--- config.mk ---
export PLATFORM = sky130hd
export DESIGN_NAME = ps2_direction_decoder
export DESIGN_NICKNAME = d
export VERILOG_FILES = /design/src/rtl/ps2_direction_decoder_pkg.sv /design/src/rtl/ps2_direction_decoder_if.sv /design/src/rtl/ps2_direction_decoder_rx_frame.sv /design/src/rtl/ps2_direction_decoder.sv
export SDC_FILE = /design/constraint.sdc
export NUM_CORES = 1
export LEC_CHECK = 0
export ABC_AREA = 1
export ABC_CLOCK_PERIOD_IN_PS = 3000
export BUFFER_PORTS_ARGS = -buffer_cell sky130_fd_sc_hd__buf_4
export CORE_ASPECT_RATIO = 1.5
export CORE_MARGIN = 1.5
export CORE_UTILIZATION = 45
export DETAILED_ROUTE_END_ITERATION = 6
export PLACE_DENSITY = 0.65
export SLEW_MARGIN = 20
export SYNTH_ARGS = -nofsm -noshare
export SYNTH_HDL_FRONTEND = slang
export SYNTH_SLANG_ARGS = --single-unit
--- constraint.sdc ---
create_clock -name iCLK -period 3 [get_ports iCLK]
set_input_delay 0.75 -clock iCLK [delete_from_list [all_inputs] [get_ports iCLK]]
set_output_delay 0.75 -clock iCLK [all_outputs]
set_load 0.03 [all_outputs]
--- src/rtl/ps2_direction_decoder_pkg.sv ---
// Shared types and scancode constants for the PS/2 direction decoder.
// Arrow keys arrive behind the E0 prefix; WASD keys arrive as plain codes.
package ps2_pkg;

  typedef enum logic [1:0] {
    IDLE,
    DATA,
    PARITY,
    STOP
  } rx_state_t;

  typedef enum logic [1:0] {
    DIR_UP,
    DIR_DOWN,
    DIR_LEFT,
    DIR_RIGHT
  } dir_t;

  localparam logic [7:0] SC_EXT = 8'hE0;
  localparam logic [7:0] SC_BRK = 8'hF0;

  localparam logic [7:0] SC_ARROW_UP    = 8'h75;
  localparam logic [7:0] SC_ARROW_DOWN  = 8'h72;
  localparam logic [7:0] SC_ARROW_LEFT  = 8'h6B;
  localparam logic [7:0] SC_ARROW_RIGHT = 8'h74;

  localparam logic [7:0] SC_W = 8'h1D;
  localparam logic [7:0] SC_S = 8'h1B;
  localparam logic [7:0] SC_A = 8'h1C;
  localparam logic [7:0] SC_D = 8'h23;

  // One-hot direction mask for a byte; bit index is dir_t.
  function automatic logic [3:0] key_mask(input logic [7:0] code, input logic ext);
    logic [3:0] m;
    m = '0;
    if (ext) begin
      case (code)
        SC_ARROW_UP:    m[DIR_UP]    = 1'b1;
        SC_ARROW_DOWN:  m[DIR_DOWN]  = 1'b1;
        SC_ARROW_LEFT:  m[DIR_LEFT]  = 1'b1;
        SC_ARROW_RIGHT: m[DIR_RIGHT] = 1'b1;
        default:        m = '0;
      endcase
    end else begin
      case (code)
        SC_W:    m[DIR_UP]    = 1'b1;
        SC_S:    m[DIR_DOWN]  = 1'b1;
        SC_A:    m[DIR_LEFT]  = 1'b1;
        SC_D:    m[DIR_RIGHT] = 1'b1;
        default: m = '0;
      endcase
    end
    return m;
  endfunction

endpackage

--- src/rtl/ps2_direction_decoder_if.sv ---
// Received-byte link between the PS/2 frame receiver and the scancode parser.
interface ps2_direction_decoder_if;
  logic [7:0] scan;
  logic       scan_valid;
  logic       frame_err;

  modport master (output scan, output scan_valid, output frame_err);
  modport slave  (input  scan, input  scan_valid, input  frame_err);
endinterface

--- src/rtl/ps2_direction_decoder_rx_frame.sv ---
// PS/2 frame receiver: pin synchronizers, falling-edge detect, start/data/parity/stop
// FSM with mid-frame timeout. Emits one byte strobe or one error strobe per frame.
module ps2_rx_frame
  import ps2_pkg::*;
#(
  parameter int unsigned SYNC_STAGES = 2,
  parameter int unsigned TIMEOUT     = 5000
) (
  input  logic clk,
  input  logic rst,
  input  logic ps2_clk,
  input  logic ps2_dat,
  ps2_direction_decoder_if.master rx
);

  localparam int unsigned TW = $clog2(TIMEOUT + 1);

  logic [SYNC_STAGES-1:0] clk_sync;
  logic [SYNC_STAGES-1:0] dat_sync;
  logic                   sync_clk;
  logic                   sync_dat;
  logic                   sync_clk_prev;
  logic                   fall;

  rx_state_t  state, state_n;
  logic [3:0] cnt, cnt_n;
  logic [7:0] shreg, shreg_n;
  logic       par, par_n;
  logic [TW-1:0] tcnt, tcnt_n;
  logic [7:0] scan_q, scan_n;
  logic       valid_q, valid_n;
  logic       err_q, err_n;

  // Idle PS/2 lines are high; resetting the chain high avoids a false fall after reset.
  always_ff @(posedge clk or posedge rst) begin
    if (rst) begin
      clk_sync      <= '1;
      dat_sync      <= '1;
      sync_clk_prev <= 1'b1;
      fall          <= 1'b0;
    end else begin
      clk_sync      <= {clk_sync[SYNC_STAGES-2:0], ps2_clk};
      dat_sync      <= {dat_sync[SYNC_STAGES-2:0], ps2_dat};
      sync_clk_prev <= sync_clk;
      fall          <= sync_clk_prev & ~sync_clk;
    end
  end

  assign sync_clk = clk_sync[SYNC_STAGES-1];
  assign sync_dat = dat_sync[SYNC_STAGES-1];

  always_ff @(posedge clk or posedge rst) begin
    if (rst) begin
      state   <= IDLE;
      cnt     <= '0;
      shreg   <= '0;
      par     <= 1'b0;
      tcnt    <= '0;
      scan_q  <= '0;
      valid_q <= 1'b0;
      err_q   <= 1'b0;
    end else begin
      state   <= state_n;
      cnt     <= cnt_n;
      shreg   <= shreg_n;
      par     <= par_n;
      tcnt    <= tcnt_n;
      scan_q  <= scan_n;
      valid_q <= valid_n;
      err_q   <= err_n;
    end
  end

  always_comb begin
    state_n = state;
    cnt_n   = cnt;
    shreg_n = shreg;
    par_n   = par;
    tcnt_n  = tcnt;
    scan_n  = scan_q;
    valid_n = 1'b0;
    err_n   = 1'b0;

    if (state == IDLE || fall) tcnt_n = '0;
    else                       tcnt_n = tcnt + TW'(1);

    if (fall) begin
      case (state)
        IDLE: begin
          if (!sync_dat) begin
            state_n = DATA;
            cnt_n   = '0;
          end
        end
        DATA: begin
          shreg_n = {sync_dat, shreg[7:1]};
          cnt_n   = cnt + 4'd1;
          if (cnt == 4'd7) state_n = PARITY;
        end
        PARITY: begin
          par_n   = sync_dat;
          state_n = STOP;
        end
        STOP: begin
          if ((^{shreg, par}) && sync_dat) begin
            scan_n  = shreg;
            valid_n = 1'b1;
          end else begin
            err_n = 1'b1;
          end
          state_n = IDLE;
        end
        default: state_n = IDLE;
      endcase
    end else if (state != IDLE && tcnt == TW'(TIMEOUT)) begin
      state_n = IDLE;
      tcnt_n  = '0;
      err_n   = 1'b1;
    end
  end

  assign rx.scan       = scan_q;
  assign rx.scan_valid = valid_q;
  assign rx.frame_err  = err_q;

endmodule

--- src/rtl/ps2_direction_decoder.sv ---
// PS/2 keyboard to snake direction levels: frame receiver plus E0/F0-aware
// scancode parser driving four held-key levels (arrows and WASD share levels).
module ps2_direction_decoder
  import ps2_pkg::*;
#(
  parameter int unsigned SYNC_STAGES = 2,
  parameter int unsigned TIMEOUT     = 5000
) (
  input  logic       iCLK,
  input  logic       iRST,
  input  logic       iPS2_CLK,
  input  logic       iPS2_DAT,
  output logic [7:0] oSCAN,
  output logic       oSCAN_VALID,
  output logic       oFRAME_ERR,
  output logic       move_up,
  output logic       move_down,
  output logic       move_left,
  output logic       move_right
);

  ps2_direction_decoder_if link ();

  ps2_rx_frame #(
    .SYNC_STAGES (SYNC_STAGES),
    .TIMEOUT     (TIMEOUT)
  ) u_rx (
    .clk     (iCLK),
    .rst     (iRST),
    .ps2_clk (iPS2_CLK),
    .ps2_dat (iPS2_DAT),
    .rx      (link)
  );

  logic       ext, ext_n;
  logic       brk, brk_n;
  logic [3:0] dir, dir_n;
  logic [3:0] mask;

  assign mask = key_mask(link.scan, ext);

  always_ff @(posedge iCLK or posedge iRST) begin
    if (iRST) begin
      ext <= 1'b0;
      brk <= 1'b0;
      dir <= '0;
    end else begin
      ext <= ext_n;
      brk <= brk_n;
      dir <= dir_n;
    end
  end

  // Any non-prefix byte ends the prefix sequence, matched or not.
  always_comb begin
    ext_n = ext;
    brk_n = brk;
    dir_n = dir;
    if (link.frame_err) begin
      ext_n = 1'b0;
      brk_n = 1'b0;
    end else if (link.scan_valid) begin
      if (link.scan == SC_BRK) begin
        brk_n = 1'b1;
      end else if (link.scan == SC_EXT) begin
        ext_n = 1'b1;
      end else begin
        dir_n = brk ? (dir & ~mask) : (dir | mask);
        ext_n = 1'b0;
        brk_n = 1'b0;
      end
    end
  end

  assign oSCAN       = link.scan;
  assign oSCAN_VALID = link.scan_valid;
  assign oFRAME_ERR  = link.frame_err;
  assign move_up     = dir[DIR_UP];
  assign move_down   = dir[DIR_DOWN];
  assign move_left   = dir[DIR_LEFT];
  assign move_right  = dir[DIR_RIGHT];

endmodule

==> results.toml <==
[outcome]
status = "finished clean"

[placement]
dp_hpwl_mm = 3.80
place_area_sq_mm = 0.00288
dp_slack_ps = 1330
portBuffers = 17
place_congestion = 0.805

[worst_setup_path]
ff2ff_setup_slack_ps = 1330
critPathTopFamily = "flip-flops"
reg2reg_from = "u_rx.state[1]"
arrival_ps = 990
r2r_cells = 7
slowest_stage = "dfrtp_1"
crit_fanout = 7
path_buf_inv = 1
required_ps = 2250
worst-setup-path-type = "flop to output port"
worstPathCellList = "buf_4"
r2r-end = "u_rx.cnt[3]"
slowest_delay_ps = 480
critPathLaunchType = "flop"
endpoint_kind = "output port"

[drt]
drt_iter0_markers = 100
antenna_left = 0
routed_via_density = 5.01
drcViolationCount = 0
vias = 2098
post_drt_wl_per_cell_microns = 11.8
wl_mm = 4.93
firstDrtPassIters = 5

[logic_synthesis]
synthAdderAreaFrac = 0.0327
synth-main-ff-cell = "dfrtp_1"
synth_simple_gate_area_frac = 0.324
synth-compound-area-share = 0.0607
yosys.area_share.xor_xnor = 0.0425
synth_top_area_frac = 0.421
yosysSeqAreaShare = 0.470
netlist_area_sq_mm = 0.00268
netlist_top_cells_area = "dfrtp_1 42%, nand2_1 12%, inv_1 5.6%"
synth.area.mux_share = 0
synth_cells = 324
synth_commonest_cells = "87 x nand2_1, 45 x dfrtp_1, 40 x inv_1, 24 x nor2_1"
syn_avg_cell_area_sq_um = 8.26
async_flop_share = 1.00
yosys.cell_types.count = 31
synth-edff-count = 0
synth_top_area_cell = "dfrtp_1"
synth.ff_latch_count = 50
synth.most_common_cell = "nand2_1"
synth_top_family_by_area = "simple AND/OR/NAND/NOR gates"
syn_nets = 335
synth_warnings = 0

[die]
initial_core_util = 0.463
core-area_sq_mm = 0.00579
die_w_microns = 66.0
die_h_microns = 97.5
rows = 34
dieArea_sq_mm = 0.00643
io_pins = 18

[power_and_ir_drop]
total_power_w = 0.00170
irDropWorstVdd_mv = 0.250
leakage_nw = 1.44
power_density_mw_per_mm2 = 570

[cells_and_area]
fin_nets = 357
drive_above_1_share = 0.156
diodes = 0
post-route-util = 0.516
stdcell_area_sq_mm = 0.00299
syn_to_final_growth_pct = 11.5

[timing]
tightest_slew_ps = 414
final_hold_viol_count = 0
setup-violations-final = 0
slew_violations = 0
finalCritPeriodShare = 0.581
worst_slack_ps = 1260
max_freq_mhz = 574
slew_headroom = 0.723
setup_tns_ps = 0
skew_ps = 6.89
finalCriticalPeriod_ps = 1740
rsz0062_at_grt = "false"

[clocking]
cts_made_buffers = 5
clk_latency_ps = 300
cts-root-buf = "clkbuf_8"
path_clk_slew_ps = 80
cts_max_level = 2
postCtsHoldBufs = 0
cts.repair.resized = 0
clock-sinks = 50
cts.path.max_buffers = 2
tritoncts = "built"
postCtsSetupBuffers = 0

[grt]
gr-total-overflow = 0
grt_pass1_vias = 2117
grt.total_usage = 0.176
grt_pass1_wl_mm = 9.00
grt_max_degree = 24
grtUsageMet3 = 0.0348
grtUsageMet2 = 0.330
use_met1 = 0.193
busiest_layer = "met2"
antenna_found_initial = 0

[run]
maxCapViolCount = 0

[hold_path]
min_path_type = "input pin to asynchronous set/reset pin"
## cell families after synthesis
group,Yosys count
buffers and inverters,46
and+or+nand+nor,178
DFF,50
xor gates and xnor gates,13
adders and majority gates,7
AOI/OAI and AO/OA,30
## power breakdown
part | internal (W) | switching (W)
Combinational | 0.000151 | 0.000286
Clock | 0.000250 | 0.000215
Sequential | 0.000728 | 0.0000722
## per-stage QoR
step / hold slack (ps) / instances
after floorplan: 345 / 324
after global placement: 346 / 411
after detailed placement: 347 / 411
after CTS: 317 / 419
after global routing: 311 / 419
final: 323 / 419
## placed cells by master (no fill, tap or decap), drive strengths merged, types with 2 or more instances in the layout
cell type / Yosys / layout
a21oi: 9 / 9
a31oi: 3 / 3
buf: 3 / 19
clkbuf: 1 / 7
dfrtp: 45 / 45
dfstp: 5 / 5
ha: 7 / 7
inv: 41 / 41
nand2: 97 / 97
nand3: 20 / 20
nand3b: 2 / 2
nand4: 12 / 12
nor2: 26 / 26
nor3: 15 / 15
nor3b: 6 / 6
o21ai: 17 / 17
xnor2: 4 / 4
xor2: 9 / 9
## state kept, by name (all words and copies together) (netlist names), named ones only
name / count
u_rx.tcnt: 13
u_rx.rx.scan: 8
u_rx.shreg: 8
u_rx.cnt: 4
u_rx.clk_sync: 2
u_rx.dat_sync: 2
u_rx.state: 2
brk: 1
ext: 1
u_rx.fall: 1
u_rx.par: 1
u_rx.rx.frame_err: 1
u_rx.rx.scan_valid: 1
u_rx.sync_clk_prev: 1
## worst max-delay path by stage
stage,endpoint,startpoint,depth (start not counted),slack (ps)
after global placement,u_rx.cnt[3],u_rx.state[1],7,1400
final,oSCAN[3],u_rx.rx.scan[3],1,1260
after detailed placement,u_rx.cnt[3],u_rx.state[1],7,1330
after CTS,oSCAN[3],u_rx.rx.scan[3],1,1260
after floorplan,asynchronous set/reset pin,iRST,1,1060
after global routing,u_rx.cnt[3],u_rx.state[1],7,1070
## cell type report
type	instances	area [sq um]
Multi-Input combinational cell	228	1230
Fill cell	589	2800
Inverter	42	158
Clock inverter	1	30.0
Sequential cell	50	1260
Clock buffer	7	76.3
Tap cell	72	90.1
Timing Repair Buffer	19	143
## per-layer routing
layer	up-vias	part of all wire
li1	1087	-
met1	981	0.42
met2	23	0.54
met3	7	0.023
met4	0	0.015
met5	-	0
No activity file was read; power rests on OpenSTA's default activity.
